## config.mk

```make
export PLATFORM = sky130hd
export DESIGN_NAME = mem_stage
export DESIGN_NICKNAME = d
export VERILOG_FILES = /design/src/rtl/mem_stage.sv
export SDC_FILE = /design/constraint.sdc
export NUM_CORES = 1
export LEC_CHECK = 0
export ABC_AREA = 1
export BUFFER_PORTS_ARGS = -buffer_cell sky130_fd_sc_hd__buf_2
export CORE_ASPECT_RATIO = 0.8
export CORE_UTILIZATION = 49
export DETAILED_ROUTE_END_ITERATION = 8
export PLACE_DENSITY = 0.79
export SKIP_CTS_REPAIR_TIMING = 1
export SLEW_MARGIN = 20
export SYNTH_ARGS = -nofsm -noshare
export SYNTH_HDL_FRONTEND = slang
export SYNTH_SLANG_ARGS = --single-unit
```

## constraint.sdc

```tcl
create_clock -name clk -period 1.8 [get_ports clk]
set_input_delay 0.27 -clock clk [delete_from_list [all_inputs] [get_ports clk]]
set_output_delay 0.27 -clock clk [all_outputs]
set_load 0.03 [all_outputs]
```

## src/rtl/mem_stage.sv

```systemverilog
// MEM stage of the RV32I pipeline: byte/half/word loads and stores over a req/ack
// data bus, with load extension and a stall request while an access is in flight.
module mem_stage #(
   parameter int ADDR_W = 32,
   parameter int DATA_W = 32
) (
   input  logic              clk,
   input  logic              rst,
   input  logic [4:0]        rd_i,
   input  logic              regwe_i,
   input  logic [DATA_W-1:0] result_i,
   input  logic [2:0]        loadctl_i,
   input  logic [2:0]        storectl_i,
   input  logic [DATA_W-1:0] storedata_i,
   input  logic [5:0]        stall_i,
   input  logic              mem_ack_i,
   input  logic [DATA_W-1:0] mem_rdata_i,
   output logic [4:0]        rd_o,
   output logic              regwe_o,
   output logic [DATA_W-1:0] wdata_o,
   output logic              stallreq_o,
   output logic              mem_req_o,
   output logic              mem_we_o,
   output logic [31:0]       mem_addr_o,
   output logic [DATA_W-1:0] mem_wdata_o,
   output logic [3:0]        mem_be_o,
   output logic              misalign_o
);

   localparam logic [31:0] ADDR_MASK = (ADDR_W >= 32) ? 32'hFFFF_FFFF
                                                      : ((32'd1 << ADDR_W) - 32'd1);

   localparam logic [2:0] LD_LB  = 3'd1;
   localparam logic [2:0] LD_LH  = 3'd2;
   localparam logic [2:0] LD_LW  = 3'd3;
   localparam logic [2:0] LD_LBU = 3'd4;
   localparam logic [2:0] LD_LHU = 3'd5;
   localparam logic [2:0] ST_SB  = 3'd1;
   localparam logic [2:0] ST_SH  = 3'd2;
   localparam logic [2:0] ST_SW  = 3'd3;

   typedef enum logic [1:0] {
      S_IDLE = 2'd0,
      S_REQ  = 2'd1,
      S_DONE = 2'd2
   } state_t;

   function automatic logic [DATA_W-1:0] store_lanes(input logic [2:0]        sc,
                                                     input logic [DATA_W-1:0] d);
      case (sc)
         ST_SB:   return {4{d[7:0]}};
         ST_SH:   return {2{d[15:0]}};
         default: return d;
      endcase
   endfunction

   function automatic logic [3:0] byte_enables(input logic       ld,
                                               input logic [2:0] sc,
                                               input logic [1:0] off);
      if (ld) return 4'b1111;
      case (sc)
         ST_SB:   return 4'b0001 << off;
         ST_SH:   return off[1] ? 4'b1100 : 4'b0011;
         default: return 4'b1111;
      endcase
   endfunction

   function automatic logic [DATA_W-1:0] load_extract(input logic [2:0]        lc,
                                                      input logic [DATA_W-1:0] w,
                                                      input logic [1:0]        off);
      logic        [7:0]        b;
      logic        [15:0]       h;
      logic signed [7:0]        bs;
      logic signed [15:0]       hs;
      logic signed [DATA_W-1:0] sx;
      b  = w[{off, 3'b000} +: 8];
      h  = w[{off[1], 4'b0000} +: 16];
      bs = signed'(b);
      hs = signed'(h);
      case (lc)
         LD_LB:   sx = DATA_W'(bs);
         LD_LH:   sx = DATA_W'(hs);
         LD_LBU:  sx = signed'(DATA_W'(b));
         LD_LHU:  sx = signed'(DATA_W'(h));
         LD_LW:   sx = signed'(w);
         default: sx = '0;
      endcase
      return unsigned'(sx);
   endfunction

   state_t            state_q, state_d;
   logic              req_q, req_d;
   logic              we_q, we_d;
   logic [31:0]       addr_q, addr_d;
   logic [DATA_W-1:0] wdata_q, wdata_d;
   logic [3:0]        be_q, be_d;
   logic [DATA_W-1:0] rdata_buf_q, rdata_buf_d;
   logic [2:0]        ldctl_q, ldctl_d;
   logic [1:0]        off_q, off_d;

   logic [31:0] addr;
   logic        is_load, is_store, access;
   logic        half_acc, word_acc, misalign;
   logic        unused_stall;

   assign addr     = result_i & ADDR_MASK;
   assign is_load  = (loadctl_i >= LD_LB) && (loadctl_i <= LD_LHU);
   assign is_store = !is_load && (storectl_i >= ST_SB) && (storectl_i <= ST_SW);
   assign access   = is_load || is_store;
   assign half_acc = (is_load && ((loadctl_i == LD_LH) || (loadctl_i == LD_LHU)))
                  || (is_store && (storectl_i == ST_SH));
   assign word_acc = (is_load && (loadctl_i == LD_LW)) || (is_store && (storectl_i == ST_SW));
   assign misalign = (half_acc && addr[0]) || (word_acc && (addr[1:0] != 2'b00));

   assign misalign_o   = misalign;
   assign unused_stall = ^{stall_i[5], stall_i[3:0]};

   assign mem_req_o   = req_q;
   assign mem_we_o    = we_q;
   assign mem_addr_o  = addr_q;
   assign mem_wdata_o = wdata_q;
   assign mem_be_o    = be_q;

   always_comb begin
      state_d     = state_q;
      req_d       = req_q;
      we_d        = we_q;
      addr_d      = addr_q;
      wdata_d     = wdata_q;
      be_d        = be_q;
      rdata_buf_d = rdata_buf_q;
      ldctl_d     = ldctl_q;
      off_d       = off_q;
      rd_o        = rd_i;
      regwe_o     = regwe_i;
      wdata_o     = result_i;
      stallreq_o  = 1'b0;

      case (state_q)
         S_IDLE: begin
            if (misalign) begin
               regwe_o = 1'b0;
               wdata_o = '0;
            end else if (access) begin
               stallreq_o = 1'b1;
               regwe_o    = 1'b0;
               wdata_o    = '0;
               req_d      = 1'b1;
               we_d       = is_store;
               addr_d     = {addr[31:2], 2'b00};
               wdata_d    = store_lanes(is_store ? storectl_i : 3'd0, storedata_i);
               be_d       = byte_enables(is_load, storectl_i, addr[1:0]);
               ldctl_d    = is_load ? loadctl_i : 3'd0;
               off_d      = addr[1:0];
               state_d    = S_REQ;
            end
         end
         S_REQ: begin
            stallreq_o = 1'b1;
            regwe_o    = 1'b0;
            wdata_o    = '0;
            if (mem_ack_i) begin
               rdata_buf_d = load_extract(ldctl_q, mem_rdata_i, off_q);
               req_d       = 1'b0;
               state_d     = S_DONE;
            end
         end
         S_DONE: begin
            // ex_mem is held while MEM is stalled, so regwe_i/rd_i still belong to this access
            if (ldctl_q != 3'd0) begin
               wdata_o = rdata_buf_q;
            end else begin
               regwe_o = 1'b0;
            end
            if (!stall_i[4]) state_d = S_IDLE;
         end
         default: state_d = S_IDLE;
      endcase
   end

   always_ff @(posedge clk) begin
      if (rst) begin
         state_q     <= S_IDLE;
         req_q       <= 1'b0;
         we_q        <= 1'b0;
         addr_q      <= '0;
         wdata_q     <= '0;
         be_q        <= '0;
         rdata_buf_q <= '0;
         ldctl_q     <= '0;
         off_q       <= '0;
      end else begin
         state_q     <= state_d;
         req_q       <= req_d;
         we_q        <= we_d;
         addr_q      <= addr_d;
         wdata_q     <= wdata_d;
         be_q        <= be_d;
         rdata_buf_q <= rdata_buf_d;
         ldctl_q     <= ldctl_d;
         off_q       <= off_d;
      end
   end

endmodule
```

==> metrics.yaml, run 1 <==
worstHoldPathType: "in -> reg"
async_flop_share: 0
fp.dieW_um: 120.2
period_needed_ps: 2005
crit_fanout: 8
grt-ovfl-total: 0
worstPathRequired_ps: 1530
place_congestion: 0.9697
fin_ws_ps: -204.6
yosysWarnings: 0
endpoint_kind: "output port"
post-route-period-util: 1.114
antenna_cells: 0
skew_ps: 8.139
grt_pass1_vias: 5418
htree_levels: 3
ys_ff_latch: 107
hpwl_mm: 12.64
clock.fmax_mhz: 498.8
die-area_um2: 11600
slew_viol_final: 0
port_buffers: 209
violations: "negative setup slack"
start_util: 0.5026
antenna_left: 0
ios: 227
synthFlopType: "dfxtp_1"
syn_area_um2: 5474
vias: 6648
final_layout_size_suffix_gt1_frac: 0.3060
fin_cells: 1242
report.final.setup_viol: 33
grt_pass1_wl_mm: 26.37
antenna_found_initial: 0
dr.pass1.iters: 6
fp.dieH_um: 96.54
fp.coreArea_um2: 10890
fin_util: 0.7138
cts-buffers-inserted: 9
cp.arrival_ps: 1730
cts_sinks: 107
cts-root-buf: "clkbuf_16"
ys_types: 27
routedWlPerCell_um: 15.49
seq_area_frac_synth: 0.3913
clock_latency_ps: 350
dp.cells: 1214
clkSlewWorstSetupHoldPaths_ps: 70
grt_max_degree: 49
drc: 0
core.rowCount: 34
worst_setup_path_start_kind: "flop"
ir_drop_uv: 606.1
syn_inst: 884
cts_buffer_depth: 2
power_per_cell_area_nw_per_um2: 927.8
drtIter0Drc: 670
maxCapViolations: 0
finalHoldViolCount: 0
grt_setup_unrepaired: "yes"
nets: 1210
synth-edff-count: 0
cts_tree: "built"
grt_use_total: 0.2903
routed_wl_mm: 19.24
avgSynthCellArea_um2: 6.192
p_leak_nw: 3.894
worstSetupPathType: "reg -> out"
area_growth_pct: 42.01
via_per_inst: 5.353
status: "complete, but fails checks"
-- cell type report --
cell class | count | area (um^2)
well taps | 144 | 180.2
clock buffers | 9 | 225.2
flip-flops and latches | 107 | 2156
fillers | 912 | 3117
inverters | 64 | 245.2
clock inverters | 7 | 100.1
multi-input cells | 656 | 3089
repair buffers | 255 | 1778
-- cells in the mapped netlist, types with 2 or more instances --
library cell / instances / share of area
nand2_2: 3 / 0.0034
nand3_1: 14 / 0.013
buf_2: 18 / 0.016
nand3_2: 2 / 0.0037
a22oi_1: 8 / 0.011
buf_4: 11 / 0.015
a21oi_1: 125 / 0.11
dfxtp_1: 107 / 0.39
clkbuf_1: 27 / 0.019
inv_1: 59 / 0.040
o2111ai_1: 2 / 0.0032
nand2_1: 420 / 0.29
buf_6: 2 / 0.0041
a31oi_1: 5 / 0.0057
inv_2: 4 / 0.0027
o21ai_0: 46 / 0.042
nor2_1: 21 / 0.014
-- cell usage in the layout, fill, tap and decap left out, types with 2 or more instances in the layout --
cell / Yosys / layout
a31oi_1: 5 / 4
buf_4: 11 / 38
buf_2: 18 / 174
o2111ai_1: 2 / 2
inv_8: 0 / 2
buf_12: 0 / 8
inv_1: 59 / 56
o21ai_0: 46 / 13
o21ai_1: 1 / 8
nand3_1: 14 / 13
nand2_2: 3 / 14
o21ai_2: 0 / 12
clkinv_2: 0 / 2
bufinv_16: 0 / 2
conb_1: 1 / 2
dfxtp_4: 0 / 3
dfxtp_1: 107 / 102
nor2_1: 21 / 16
a21oi_1: 125 / 125
buf_6: 2 / 29
clkbuf_16: 0 / 13
nand2_1: 420 / 409
inv_2: 4 / 6
nor2_4: 1 / 5
a22oi_1: 8 / 8
nand3_2: 2 / 2
o21ai_4: 0 / 14
dfxtp_2: 0 / 2
-- final timing paths --
| path | slack [ps] | startpoint | end | cells past startpoint |
|---|---|---|---|---|
| min reg2reg | 460 | mem_wdata_o[15]$_SDFFE_PP0P_ | mem_wdata_o[15]$_SDFFE_PP0P_ | 2 |
| max | -200 | state_q[1]$_SDFFE_PP0P_ | wdata_o[21] | 7 |
| max reg2reg | 140 | off_q[1]$_SDFFE_PP0P_ | rdata_buf_q[15]$_SDFFE_PP0P_ | 11 |
| min | 150 | stall_i[4] | state_q[1]$_SDFFE_PP0P_ | 3 |
-- stage by stage --
stage / hold slack [ps] / TNS [ps] / worst slack, ps / total power, W / instance area [um^2]
after CTS: 159.7 / -9386 / -344.4 / 0.006901 / 7099
after global routing: 160.9 / -7139 / -274.3 / 0.007540 / 7774
after floorplan: 413.8 / -2441 / -81.36 / 0.004076 / 5478
final: 154.1 / -4969 / -204.6 / 0.007212 / 7774
after detailed placement: 451.9 / -231.1 / -83.90 / 0.004766 / 6774
after global placement: 448.7 / -98.77 / -78.89 / 0.004741 / 6774
-- cells by family after synthesis --
family / Yosys count / synth area share
and+or+nand+nor: 466 / 0.3314
AOI/OAI and AO/OA: 188 / 0.1785
buffers and inverters: 122 / 0.09806
DFF: 107 / 0.3913
other: 1 / 0.0006851
-- critical path: stages (launching register included) --
cell and delay, ps:
dfxtp_4 370, inv_2 60, nor2_4 170, a31oi_4 120, buf_12 160, clkbuf_16 170
o21ai_1 150, buf_4 180
-- state kept, by name (all words and copies together) (netlist names) --
name	count
state_q	2
mem_addr_o	30
mem_req_o	1
mem_we_o	1
ldctl_q	3
mem_be_o	4
rdata_buf_q	32
off_q	2
mem_wdata_o	32
-- metal layers --
metal	up-vias	global-route usage	part of all wire
li1	3196	-	-
met1	3027	0.4110	0.42
met2	381	0.4392	0.45
met3	44	0.07746	0.11
met4	0	0.06458	0.022
met5	-	0	0
-- where the power goes --
group	switching [W]	leakage [nW]	internal, W
registers	0.000119	0.878	0.00257
logic	0.00153	2.86	0.000828
clock network	0.000930	0.159	0.00123
Note: power is estimated with default switching activity, not from simulation.
==> run 2: changes to the inputs <==
- CORE_MARGIN: default -> 2
==> metrics.yaml, run 2 (same netlist as run 1, synthesis figures left out) <==
status: "complete, but fails checks"
violations: "negative setup slack"
nets: 1209  # -0.083%
tns_ps: -4960  # +8.960 ps
skew_ps: 8.524  # +0.3851 ps
worstHoldPathType: "in -> reg"
cts_tree: "built"
grt_setup_unrepaired: "yes"
cp_cell_sequence: "inv_2, nor2_4, buf_6, a31oi_4, buf_12, clkbuf_16, o21ai_0, buf_4"
p_sw_w: 0.002516  # -2.5%
grt_max_degree: 51  # +4.1%
clock.fmax_mhz: 502.6  # +0.76%
drtIter0Drc: 868  # +30%
routedWlPerCell_um: 15.42  # -0.49%
p_clk_frac: 0.295  # -0.005
crit_fanout: 7  # -1
seqCellArea_um2: 2152  # -0.17%
vias: 6596  # -0.78%
p_seq_frac: 0.378  # +0.005
holdCritStartpoint: "result_i[2]"
ios: 227  # unchanged
slowest_stage: "dfxtp_4"
swShare: 0.3541  # -0.003762
die-area_um2: 12040  # +3.8%
grt_use_total: 0.2852  # -0.005066
cts_sinks: 107  # unchanged
area_growth_pct: 40.09
port_buffers: 209  # unchanged
grt-ovfl-total: 0  # unchanged
fp.dieH_um: 98.54  # +2.1%
grt_pass1_wl_mm: 27.75  # +5.2%
critPathLaunch: "state_q[1]$_SDFFE_PP0P_"
drc: 0  # unchanged
finalHoldViolCount: 0  # unchanged
cts-buffers-inserted: 9  # unchanged
core.rowCount: 34  # unchanged
cts-root-buf: "clkbuf_16"
fin_cells: 1242  # unchanged
fp.dieW_um: 122.2  # +1.7%
slew_viol_final: 0  # unchanged
maxCapViolations: 0  # unchanged
hpwl_mm: 12.84  # +1.6%
final_cell_mix: "nand2_1 (415), buf_2 (175), a21oi_1 (125)"
antenna_found_initial: 1  # +1
fillCellCount: 912  # unchanged
p_leak_nw: 3.857  # -0.95%
timing.rr.start: "off_q[1]$_SDFFE_PP0P_"
post-route-period-util: 1.105  # -0.008365
report.final.setup_viol: 33  # unchanged
power.internal_w: 0.004590  # -0.89%
critPathMaxStageDelay_ps: 380  # about the same
place_congestion: 0.9796  # +1.0%
ir_drop_uv: 694.9  # +15%
via_per_inst: 5.311  # -0.78%
clock_latency_ps: 340  # about the same
worstPathRequired_ps: 1530  # about the same
dr.pass1.iters: 6  # unchanged
start_util: 0.5026  # unchanged
cts_buffer_depth: 2  # unchanged
htree_levels: 3  # unchanged
routed_wl_mm: 19.15  # -0.49%
hold_ws_ps: 176.1  # +22.07 ps
fin_ws_ps: -189.6  # +15.06 ps
clkSlewWorstSetupHoldPaths_ps: 70  # about the same
period_needed_ps: 1990  # -15.06 ps
endpoint_kind: "output port"
power_per_cell_area_nw_per_um2: 926.7  # -0.11%
antenna_left: 0  # unchanged
final_common_cell: "nand2_1"
final_layout_size_suffix_gt1_frac: 0.2926  # -0.01339
dp.cells: 1215  # +0.082%
worst_setup_path_start_kind: "flop"
power_w: 0.007107  # -1.5%
pwr-share-comb: 0.327  # about the same
grt_pass1_vias: 5552  # +2.5%
worstSetupPathType: "reg -> out"
cp.arrival_ps: 1720  # about the same
fp.coreArea_um2: 10890  # unchanged
multi_input_area_um2: 3037  # -1.7%
-- run 2: changes by cell type in the layout (fill, tap and decap cells not counted), sizes merged --
cell,change
clkbuf,+2
inv,-2
buf,-1
diode,+1
-- run 2: critical path: cells and delay by family (launching register included) --
kind                   cells  cell delay [ps]
buffers and inverters      5              670
and+or+nand+nor            1               90
AOI/OAI and AO/OA          2              240
DFF                        1              380
-- run 2: per-layer routing --
metal  vias up  GRT usage  wire, um
li1       3192          -         -
met1      2976     0.4128      8046
met2       389     0.4297      8606
met3        39    0.07581      2121
met4         0    0.05570       372
met5         -          0         0
-- run 2: path summary, 6_finish.rpt --
kind / cells past startpoint / to / slack [ps]
max: 8 / wdata_o[12] / -190
min: 3 / mem_addr_o[2]$_SDFFE_PP0P_ / 180
max reg2reg: 9 / rdata_buf_q[14]$_SDFFE_PP0P_ / 90
min reg2reg: 2 / mem_addr_o[13]$_SDFFE_PP0P_ / 460
-- run 2: through the flow --
| step | util | cell area (um^2) | setup slack (ps) |
|---|---|---|---|
| floorplan | - | 5478 | -81.36 |
| global placement | 0.6227 | 6782 | 0.1374 |
| detailed placement | 0.6227 | 6782 | -37.36 |
| CTS | 0.6512 | 7092 | -300.3 |
| global route | 0.7042 | 7669 | -266.8 |
| finish | 0.7042 | 7669 | -189.6 |
-- run 2: final cells by class --
cell class                      instances  area share
Multi-Input combinational cell        656      0.3960
Antenna cell                            1   0.0003263
Inverter                               64     0.03198
Sequential cell                       107      0.2806
Clock inverter                          5     0.01012
Tap cell                              144     0.02349
Clock buffer                           11     0.03035
Timing Repair Buffer                  254      0.2271
-- run 2: power groups by stage --
stage                     logic, W  clock network (W)  registers, W
after global routing       0.00249            0.00222       0.00271
after CTS                  0.00204            0.00211       0.00267
after global placement     0.00202                  0       0.00272
final                      0.00232            0.00210       0.00269
after floorplan            0.00103                  0       0.00304
after detailed placement   0.00203                  0       0.00273
==> run 3: changes to the inputs <==
- RECOVER_POWER: default -> 50
==> metrics.yaml, run 3 (same netlist as run 1, synthesis figures left out) <==
vias: 6559  # -0.56%
period_needed_ps: 1992  # +2.541 ps
timing.rr.start: "off_q[1]$_SDFFE_PP0P_"
grt_pass1_wl_mm: 27.75  # unchanged
start_util: 0.5026  # unchanged
ios: 227  # unchanged
p_seq_frac: 0.382  # +0.004
hold_ws_ps: 173.0  # -3.159 ps
clkSlewWorstSetupHoldPaths_ps: 70  # about the same
tightest_slew_ps: 548.0
grt_setup_unrepaired: "yes"
violations: "negative setup slack"
fp.coreArea_um2: 10890  # unchanged
drc: 0  # unchanged
cp.arrival_ps: 1720  # about the same
cts_sinks: 107  # unchanged
cts-root-buf: "clkbuf_16"
power_per_cell_area_nw_per_um2: 932.0  # +0.57%
clock_latency_ps: 350  # about the same
worstSetupPathType: "reg -> out"
cts_tree: "built"
antenna_left: 0  # unchanged
grt_pass1_vias: 5552  # unchanged
place_congestion: 0.9796  # unchanged
grt_max_degree: 51  # unchanged
p_clk_frac: 0.298  # +0.003
holdCritStartpoint: "result_i[2]"
routed_wl_mm: 19.14  # about the same
drtIter0Drc: 714  # -18%
status: "complete, but fails checks"
via_per_inst: 5.281  # -0.56%
final_cell_mix: "nand2_1 (416), a21oi_1 (125), buf_2 (107)"
cts_buffer_depth: 2  # unchanged
multi_input_area_um2: 3034  # about the same
clock.fmax_mhz: 502.0  # -0.13%
area_growth_pct: 38.08
critPathLaunch: "state_q[0]$_SDFFE_PP0P_"
p_leak_nw: 3.576  # -7.3%
crit_fanout: 7  # unchanged
dp_worst_setup_slack_ps: -37.36  # unchanged
grt_use_total: 0.2852  # unchanged
endpoint_kind: "output port"
fillCellCount: 970  # +6.4%
slew_viol_final: 0  # unchanged
skew_ps: 9.041  # +0.5179 ps
tns_ps: -5640  # -680.1 ps
power_w: 0.007045  # -0.87%
port_buffers: 209  # unchanged
power.internal_w: 0.004526  # -1.4%
maxSlewHeadroom: 0.6346
dr.pass1.iters: 5  # -1
nets: 1209  # unchanged
grt-ovfl-total: 0  # unchanged
die-area_um2: 12040  # unchanged
maxCapViolations: 0  # unchanged
worstHoldPathType: "in -> reg"
report.final.setup_viol: 71  # +120%
pwr-share-comb: 0.319  # -0.008
htree_levels: 3  # unchanged
dp.cells: 1215  # unchanged
hpwl_mm: 12.84  # unchanged
fin_cells: 1242  # unchanged
post-route-period-util: 1.107  # +0.001412
fp.dieW_um: 122.2  # unchanged
seqCellArea_um2: 2152  # unchanged
core.rowCount: 34  # unchanged
worst_setup_path_start_kind: "flop"
fp.dieH_um: 98.54  # unchanged
ir_drop_uv: 727.4  # +4.7%
antenna_found_initial: 1  # unchanged
final_layout_size_suffix_gt1_frac: 0.2279  # -0.06472
swShare: 0.3576  # +0.003494
p_sw_w: 0.002519  # +0.11%
final_common_cell: "nand2_1"
cts-buffers-inserted: 9  # unchanged
worstPathRequired_ps: 1530  # about the same
finalHoldViolCount: 0  # unchanged
fin_ws_ps: -192.1  # -2.541 ps
routedWlPerCell_um: 15.41  # about the same
run 3: changes by cell type in the layout (fill, tap and decap cells not counted), sizes merged:
cell / change
clkbuf: +72
buf: -72
run 3: cell type report:
cell class | count | area share
Clock inverter | 5 | 0.01026
Tap cell | 144 | 0.02384
Timing Repair Buffer | 254 | 0.2162
Sequential cell | 107 | 0.2847
Inverter | 64 | 0.03244
Multi-Input combinational cell | 656 | 0.4014
Clock buffer | 11 | 0.03079
Antenna cell | 1 | 0.0003311
run 3: power by group through the flow:
| stage | registers, W | logic, W | clock network [W] |
|---|---|---|---|
| after floorplan | 0.00304 | 0.00103 | 0 |
| after global placement | 0.00272 | 0.00202 | 0 |
| after detailed placement | 0.00273 | 0.00203 | 0 |
| after CTS | 0.00267 | 0.00204 | 0.00211 |
| after global routing | 0.00272 | 0.00242 | 0.00222 |
| final | 0.00269 | 0.00225 | 0.00210 |
run 3: worst paths after layout:
check / end / slack, ps / cells past startpoint
worst max-delay path: wdata_o[12] / -190 / 8
worst min-delay path: mem_addr_o[2]$_SDFFE_PP0P_ / 170 / 3
worst max register to register: rdata_buf_q[11]$_SDFFE_PP0P_ / 110 / 9
worst min register to register: mem_addr_o[13]$_SDFFE_PP0P_ / 460 / 2
run 3: layer usage:
layer | routed length [um] | vias up | track usage
li1 | - | 3188 | -
met1 | 8214 | 2971 | 0.4128
met2 | 8654 | 365 | 0.4297
met3 | 1933 | 35 | 0.07581
met4 | 334 | 0 | 0.05570
met5 | 0 | - | 0
run 3: per-stage QoR:
stage                       util  area [um^2]
after detailed placement  0.6227         6782
final                     0.6940         7559
after CTS                 0.6512         7092
after global placement    0.6227         6782
after global routing      0.6940         7559
after floorplan                -         5478
run 3: critical path, stage by stage, from the launching register on:
cell and delay [ps]:
dfxtp_4 380, nor2_4 120, nand3_2 80, nand2_2 100, a31oi_4 40, buf_12 160
clkbuf_16 160, o21ai_0 150, buf_4 180
